File: src/rtl/perf_pkg.sv
// Shared state encoding and readout-select convention for the pipeline performance monitor.
package perf_pkg;

    typedef enum logic [1:0] {
        ST_IDLE  = 2'd0,
        ST_RUN   = 2'd1,
        ST_DRAIN = 2'd2,
        ST_DONE  = 2'd3
    } perf_state_e;

    localparam int DRAIN_W = 8;

    // The cycle counter sits directly after the last event channel in the readout map.
    function automatic int cycle_sel(input int n_evt);
        return n_evt;
    endfunction

endpackage

File: src/rtl/perf_counter.sv
// Single event/cycle counter with synchronous clear and sticky overflow flag.
// Define PERF_SAT_EN to saturate at the maximum value instead of wrapping.
module perf_counter #(
    parameter int CNT_W = 32
) (
    input  logic             clk,
    input  logic             rst_n,
    input  logic             clr,
    input  logic             inc,
    output logic [CNT_W-1:0] cnt_o,
    output logic             ovf_o
);

    logic [CNT_W-1:0] cnt_q, cnt_d;
    logic             ovf_q, ovf_d;

    // Next count and overflow: clear wins, then increment with wrap or saturation.
    always_comb begin
        cnt_d = cnt_q;
        ovf_d = ovf_q;
        if (clr) begin
            cnt_d = {CNT_W{1'b0}};
            ovf_d = 1'b0;
        end else if (inc) begin
            if (cnt_q == {CNT_W{1'b1}}) begin
                ovf_d = 1'b1;
`ifdef PERF_SAT_EN
                cnt_d = cnt_q;
`else
                cnt_d = {CNT_W{1'b0}};
`endif
            end else begin
                cnt_d = cnt_q + CNT_W'(1);
            end
        end else begin
            cnt_d = cnt_q;
        end
    end

    // Counter and overflow registers.
    always_ff @(posedge clk or negedge rst_n) begin
        if (!rst_n) begin
            cnt_q <= {CNT_W{1'b0}};
            ovf_q <= 1'b0;
        end else begin
            cnt_q <= cnt_d;
            ovf_q <= ovf_d;
        end
    end

    assign cnt_o = cnt_q;
    assign ovf_o = ovf_q;

endmodule

File: src/rtl/perf_event_monitor.sv
// Event/cycle counting monitor with start/drain/freeze run control and registered readout.
// Define PERF_SAT_EN to make all counters saturate instead of wrapping.
module perf_event_monitor
    import perf_pkg::*;
#(
    parameter int N_EVT    = 4,
    parameter int CNT_W    = 32,
    parameter int HALT_DLY = 1,
    parameter int SEL_W    = 5
) (
    input  logic             clk,
    input  logic             rst_n,
    input  logic             start,
    input  logic             clr_i,
    input  logic [N_EVT-1:0] evt_i,
    input  logic             done_i,
    input  logic [SEL_W-1:0] rd_sel,
    output logic [CNT_W-1:0] rd_data,
    output logic [N_EVT:0]   ovf_o,
    output logic [1:0]       state_o,
    output logic             done_o
);

    localparam int CYCLE_SEL = cycle_sel(N_EVT);

    perf_state_e        state_q, state_d;
    logic [DRAIN_W-1:0] drain_q, drain_d;
    logic [CNT_W-1:0]   rd_data_q, rd_data_d;
    logic               done_q, done_d;
    logic               count_en_s;
    logic [N_EVT:0]     inc_s;
    logic [N_EVT:0]     ovf_s;
    logic [CNT_W-1:0]   cnt_s [0:N_EVT];

    assign count_en_s             = (state_q == ST_RUN) || (state_q == ST_DRAIN);
    assign inc_s[N_EVT-1:0]       = evt_i & {N_EVT{count_en_s}};
    assign inc_s[CYCLE_SEL]       = count_en_s;

    generate
        for (genvar g = 0; g <= N_EVT; g++) begin : g_cnt
            perf_counter #(.CNT_W(CNT_W)) u_cnt (
                .clk   (clk),
                .rst_n (rst_n),
                .clr   (clr_i),
                .inc   (inc_s[g]),
                .cnt_o (cnt_s[g]),
                .ovf_o (ovf_s[g])
            );
        end
    endgenerate

    // Run-control next state and drain countdown; clear overrides everything.
    always_comb begin
        state_d = state_q;
        drain_d = drain_q;
        if (clr_i) begin
            state_d = ST_IDLE;
            drain_d = {DRAIN_W{1'b0}};
        end else begin
            case (state_q)
                ST_IDLE: begin
                    if (start) state_d = ST_RUN;
                    else       state_d = ST_IDLE;
                end
                ST_RUN: begin
                    if (!done_i) begin
                        state_d = ST_RUN;
                    end else if (HALT_DLY == 0) begin
                        state_d = ST_DONE;
                    end else begin
                        state_d = ST_DRAIN;
                        drain_d = DRAIN_W'(HALT_DLY);
                    end
                end
                ST_DRAIN: begin
                    drain_d = drain_q - DRAIN_W'(1);
                    // A zero drain count cannot normally occur here; treat it as expired.
                    if (drain_q <= DRAIN_W'(1)) state_d = ST_DONE;
                    else                        state_d = ST_DRAIN;
                end
                ST_DONE: state_d = ST_DONE;
                default: state_d = ST_IDLE;
            endcase
        end
        done_d = (state_d == ST_DONE);
    end

    // Readout mux: event channels, then the cycle counter, zero beyond.
    always_comb begin
        rd_data_d = {CNT_W{1'b0}};
        for (int i = 0; i <= N_EVT; i++) begin
            rd_data_d = rd_data_d | (cnt_s[i] & {CNT_W{rd_sel == SEL_W'(i)}});
        end
    end

    // Control and readout registers.
    always_ff @(posedge clk or negedge rst_n) begin
        if (!rst_n) begin
            state_q   <= ST_IDLE;
            drain_q   <= {DRAIN_W{1'b0}};
            rd_data_q <= {CNT_W{1'b0}};
            done_q    <= 1'b0;
        end else begin
            state_q   <= state_d;
            drain_q   <= drain_d;
            rd_data_q <= rd_data_d;
            done_q    <= done_d;
        end
    end

    assign state_o = state_q;
    assign done_o  = done_q;
    assign rd_data = rd_data_q;
    assign ovf_o   = ovf_s;

endmodule

File: config.mk
export PLATFORM = sky130hd
export DESIGN_NAME = perf_event_monitor
export DESIGN_NICKNAME = d
export VERILOG_FILES = /design/src/rtl/perf_pkg.sv /design/src/rtl/perf_counter.sv /design/src/rtl/perf_event_monitor.sv
export SDC_FILE = /design/constraint.sdc
export NUM_CORES = 1
export LEC_CHECK = 0
export ABC_CLOCK_PERIOD_IN_PS = 2700
export CORE_AREA = 2 2 137 139
export DETAILED_ROUTE_END_ITERATION = 8
export DIE_AREA = 0 0 139 141
export PLACE_DENSITY = 0.83
export SYNTH_ARGS = -nofsm -noshare
export SYNTH_HDL_FRONTEND = slang
export SYNTH_SLANG_ARGS = --single-unit
export TNS_END_PERCENT = 50
File: constraint.sdc
create_clock -name clk -period 2.7 [get_ports clk]
set_input_delay 0.54 -clock clk [delete_from_list [all_inputs] [get_ports clk]]
set_output_delay 0.54 -clock clk [all_outputs]
set_load 0.01 [all_outputs]
### Word level (Yosys, flattened, before mapping)

Index checks and enable logic that the tools add are counted.

| word-level totals | value |
|---|---|
| flip-flop bits (word level) | 208 |
| input bits | 14 |
| output and inout bits | 40 |
| word-level logic and storage cells | 103 |

| cells by class | value |
|---|---|
| add/subtract/negate cells | 6 |
| $lt $le $gt $ge | 1 |
| eq/ne operators | 14 |
| mux-type cells | 38 |
| bitwise operators | 10 |
| reduce and logical (&&, ||, !) cells | 20 |

Operator list:

| operator | count |
|---|---|
| 2-to-1 mux 32 bit | 15 |
| adder 32 x 1 -> 32 bit, second input constant | 5 |
| AND 32 bit | 5 |
| == test 32 bit, second input constant | 5 |
| OR 32 bit | 4 |
| nonzero test 2 bit | 10 |
| 2-to-1 mux 1 bit | 17 |
| 2-to-1 mux 8 bit | 2 |
| one-hot mux 8 bit (2 select lines) | 1 |
| AND reduction 2 bit | 6 |
| == test 5 x 2 -> 1 bit, second input constant | 2 |
| <= comparator 8 x 1 -> 1 bit, second input constant | 1 |
| one-hot mux 2 bit (4 select lines) | 1 |
| subtractor 8 x 1 -> 8 bit, second input constant | 1 |
| == test 2 bit, second input constant | 3 |
| == test 5 x 1 -> 1 bit, second input constant | 1 |
| == test 5 x 3 -> 1 bit, second input constant | 1 |
| logical NOT 5 bit | 1 |
| AND 4 bit | 1 |
| 2-to-1 mux 2 bit | 2 |
| != test 3 bit, second input constant | 1 |
| nonzero test 3 bit | 1 |
| == test 2 x 1 -> 1 bit, second input constant | 1 |
| logical NOT 2 bit | 1 |
| logical OR 1 bit | 1 |

### Depth between registers and ports, before layout

| depth | value |
|---|---|
| word-level depth | 6 |
| depth in mapped cells | 9 |
| mapped depth without buffers | 7 |

### Cells and area by module

From an unflattened synthesis, not the netlist that was laid out.

| second synthesis, totals | value |
|---|---|
| cells, all modules | 1132 |
| area total of the unflattened synthesis | 11496.0 µm² |

Modules (own cells, without submodules):

| module | instances | cells an instance | area each (µm²) |
|---|---|---|---|
| perf_counter | 5 | 180 | 1775.5 |
| perf_event_monitor | 1 | 232 | 2618.8 |

### Worst setup path after synthesis

OpenSTA, ideal clock, no wires.

| timing path | value |
|---|---|
| path kind | register to register |
| start | reg state_q[0] (netlist: state_o[0]) |
| end | reg g_cnt[1].u_cnt.cnt_q[19] |
| setup time | 0.132 ns |
| arrival | 2.064 ns |
| setup slack | 0.505 ns |
| stages on the path, launching flop included | 9 |
| period minus slack after synthesis | 2.195 ns |
| path through | dfrtp_1 > inv_1 > ha_1 > a21oi_1 > or3_1 > clkbuf_1 > or4_1 > xor2_1 > nor2_1 |

| on the way | value |
|---|---|
| cells in the longest elaborated chain, start to end | 4 |
| elaborated cells between the ends (all ways) | 5 |

RTL lines:

| element | line | source |
|---|---|---|
| from (decl) | perf_event_monitor.sv:26 | `perf_state_e state_q, state_d;` |
| from (signal assigned) | perf_event_monitor.sv:104 | `state_q <= state_d;` |
| == test 2 x 1 -> 1 bit or == test 2 bit (tied branches) | perf_event_monitor.sv:35 | `assign count_en_s = (state_q == ST_RUN) \|\| (state_q == ST_DRAIN);` |
| logical OR 1 bit * | perf_event_monitor.sv:35 |  |
| AND 4 bit * | perf_event_monitor.sv:36 | `assign inc_s[N_EVT-1:0] = evt_i & {N_EVT{count_en_s}};` |
| nonzero test 2 bit (no source line) * | n/a |  |
| to (signal assigned) | perf_counter.sv:43 | `cnt_q <= {CNT_W{1'b0}};` |
| to (signal assigned) | perf_counter.sv:46 | `cnt_q <= cnt_d;` |
| to (decl) | perf_counter.sv:14 | `logic [CNT_W-1:0] cnt_q, cnt_d;` |

Every way passes the cells marked *; elsewhere a longest branch is shown, timed or not.
A chain may end at the register's enable or synchronous reset.

### Final worst setup path

| timing path | value |
|---|---|
| start | reg state_q[0] (netlist: state_o[0]) |
| end | reg g_cnt[2].u_cnt.cnt_q[7] |

| on the way | value |
|---|---|
| cells in the longest elaborated chain, start to end | 4 |
| elaborated cells between the ends (all ways) | 5 |

RTL lines:

| element | line |
|---|---|
| == test 2 x 1 -> 1 bit or == test 2 bit (tied branches) | perf_event_monitor.sv:35 |
| logical OR 1 bit * | perf_event_monitor.sv:35 |
| AND 4 bit * | perf_event_monitor.sv:36 |
| nonzero test 2 bit (no source line) * | n/a |
| to (signal assigned) | perf_counter.sv:43 |
| to (signal assigned) | perf_counter.sv:46 |
| to (decl) | perf_counter.sv:14 |

Marks and branches as above.

==> results.yml <==
final_layout:
  fin_area_um2: 12600
  layout-drive-gt1-share: 0.0868
  syn2layout_area_growth_pct: 16.2
  final_nets: 1221
  antenna_cells: 0
  final_util: 0.689
synthesis:
  ys_top_cells_by_area: "dfrtp_1 (48%), xor2_1 (8.0%), nor2_1 (6.2%)"
  yosys.area_share.simple: 0.273
  synth_compound_area_frac: 0.0876
  yosys.area.top_type_share: 0.481
  synth_commonest_cells: "dfrtp_1 (208), nor2_1 (180), nand2_1 (109)"
  post_synth_inst_count: 1126
  ys.flop_type: "dfrtp_1"
  yosysTopAreaCell: "dfrtp_1"
  synth_top_family_by_area: "simple AND/OR/NAND/NOR gates"
  synth-seq-cells: 208
  synth_area_per_cell_um2: 9.62
  synthesis.area_um2: 10800
  async_reset_ff_frac: 1.00
  ys_types: 68
  synth_fp_nets: 1151
  synthMuxAreaShare: 0.00497
  seq_area_frac_synth: 0.481
  synth_warnings: 0
  synth-edff-count: 0
  yosysMostFrequentCell: "dfrtp_1"
  synthAdderAreaFrac: 0.0127
  synthXorXnorAreaFrac: 0.112
die:
  num_rows: 50
  dieWidth_um: 139
  core_um2: 18300
  fp.dieH_um: 141
  start_util: 0.593
  dieArea_um2: 19600
  io_pins: 54
cts:
  insertion_delay_ns: 0.51
  post_cts_resized: 0
  cts_tree: "yes"
  holdBufCountCts: 0
  htreeDepth: 1
  cts_setup_buffers: 0
  cts_buffers: 23
  cts_buffer_depth: 3
  clk_pin_slew_ns: 0.06
  cts_num_sinks: 208
  root_buffer: "clkbuf_16"
global_routing:
  gr-total-overflow: 0
  grt.total_usage: 0.298
  grt_max_degree: 63
  antenna_found_initial: 0
  grt_pass1_vias: 8947
  grt_pass1_wl_um: 47400
critical_path:
  worstPathArrival_ns: 2.89
  path_cells: "inv_1 > ha_1 > buf_4 > a21oi_1 > nor2_1 > buf_4 > and4_1 > xnor2_1 > nor2_1"
  start_kind: "register"
  critPathBufInv: 3
  end_kind: "register"
  crit_type: "reg -> reg"
  max_stage_delay_ns: 0.46
  cp.required_ns: 3.08
  worst_path_max_delay_cell: "ha_1"
  crit_family: "buffers and inverters"
  cp_max_fo: 16
detailed_routing:
  drt_wl_total_um: 29000
  ant_nets: 0
  post_drt_wl_per_cell_um: 20.1
  drtPass1Iterations: 7
  via_per_inst: 6.43
  num_vias: 9283
  drt-initial-drc-count: 1129
  drc: 0
place:
  port_buffers: 53
  dpl_cell_area_um2: 11800
  gp_congestion: 0.948
  dp_hpwl_um: 20400
timing:
  skew_ns: 0.0181
  period_share: 0.931
  worst_pin_slew_ns: 0.985
  fmax_mhz: 398
  slew_viol_final: 0
  rsz0062_at_grt: "no"
  min_period_ns: 2.51
  hold_viol_final: 0
  fin_setup_tns_ns: 0
  relSlewSlack: 0.340
  setup_viol: 0
power_and_ir_drop:
  p_per_area_nw_per_um2: 526
  cellLeakagePower_nw: 5.47
  worst_ir_drop_vdd_uv: 424
run:
  drv_cap: 0
status:
  status: "finished clean"
worst_hold_path:
  hp-class: "in -> async"
## cell families after synthesis
kind of cell               count (synthesis)
muxes                                      5
adders and majority gates                 11
DFF                                      208
buffers and inverters                     70
and+or+nand+nor                          573
AOI/OAI and AO/OA                        121
xor gates and xnor gates                 138
## cell type report
cell class	count	area, um2
multi-input cells	848	5330
clock inverters	4	45.0
fillers	1359	5680
flip-flops and latches	208	5200
well taps	234	293
repair buffers	98	960
clock buffers	35	691
inverters	17	63.8
## placed cells by master (no fill, tap or decap), types with 3 or more instances in the layout
cell type | synthesis | layout
dfrtp_1 | 208 | 208
nor2_1 | 180 | 179
nand2_1 | 109 | 109
xor2_1 | 99 | 99
nand4_1 | 79 | 79
nand3_1 | 62 | 62
clkdlybuf4s50_1 | 0 | 52
xnor2_1 | 39 | 39
buf_4 | 7 | 38
a22oi_1 | 33 | 33
a222oi_1 | 32 | 32
and3_1 | 30 | 30
clkbuf_16 | 0 | 23
and2_1 | 18 | 18
and4_1 | 18 | 18
a21oi_1 | 17 | 17
inv_1 | 16 | 16
nor3_1 | 16 | 14
nor4_1 | 14 | 14
ha_1 | 11 | 11
or3_1 | 10 | 10
clkbuf_8 | 0 | 8
o21ai_0 | 7 | 7
buf_12 | 0 | 7
or4_1 | 6 | 6
nor2b_1 | 6 | 6
a31oi_1 | 5 | 5
clkbuf_1 | 26 | 5
nor4_4 | 4 | 4
o21ai_1 | 4 | 4
nor3_2 | 1 | 3
nor4_2 | 3 | 3
mux2_2 | 3 | 3
or2_1 | 3 | 3
o21a_1 | 3 | 3
clkinv_2 | 0 | 3
## layer usage
| layer | wire length, um | GRT usage | vias to the layer above |
|---|---|---|---|
| met1 | 11700 | 0.414 | 4589 |
| li1 | - | - | 4176 |
| met5 | 0 | 0 | - |
| met2 | 14100 | 0.488 | 444 |
| met4 | 899 | 0.0989 | 0 |
| met3 | 2320 | 0.0438 | 74 |
## report_power, final
group          leakage [nW]  internal, mW  switching, mW
Clock                 0.366          1.84           1.23
Sequential             2.90          3.15         0.0358
Combinational          2.21         0.129          0.244
## flip-flops by register name, indices dropped and copies added (netlist names)
| register | flops |
|---|---|
| done_o | 1 |
| drain_q | 8 |
| g_cnt.u_cnt.cnt_o | 160 |
| g_cnt.u_cnt.ovf_o | 5 |
| rd_data | 32 |
| state_o | 2 |
## worst reg2reg max path, stage by stage, from the launching register on
cell	delay, ns
dfrtp_1	0.41
inv_1	0.09
ha_1	0.46
buf_4	0.28
a21oi_1	0.43
nor2_1	0.11
buf_4	0.19
and4_1	0.21
xnor2_1	0.15
nor2_1	0.06
## path summary, 6_finish.rpt
check,startpoint,cells past startpoint,slack (ns),endpoint
min,rst_n,1,0.01,g_cnt[2].u_cnt.ovf_o
max in group asynchronous,rst_n,2,2.00,rd_data[20]
min in group clk,g_cnt[2].u_cnt.ovf_o,1,0.49,g_cnt[2].u_cnt.ovf_o
max,state_o[0],9,0.19,g_cnt[2].u_cnt.cnt_o[7]
min reg2reg,g_cnt[2].u_cnt.ovf_o,1,0.49,g_cnt[2].u_cnt.ovf_o
max reg2reg,state_o[0],9,0.19,g_cnt[2].u_cnt.cnt_o[7]
## through the flow
stage / instances / hold WS, ns / worst slack [ns] / total power, mW
4_1_cts: 1444 / 0.0331 / 0.230 / 6.66
6_report: 1444 / 0.0147 / 0.187 / 6.62
3_5_place_dp: 1405 / 0.487 / 0.230 / 3.61
2_1_floorplan: 1126 / 0.244 / 0.505 / 3.42
5_1_grt: 1444 / 0.0628 / 0.0288 / 6.81
3_3_place_gp: 1405 / 0.474 / 0.262 / 3.60
Power figures use the tool's default switching activity.
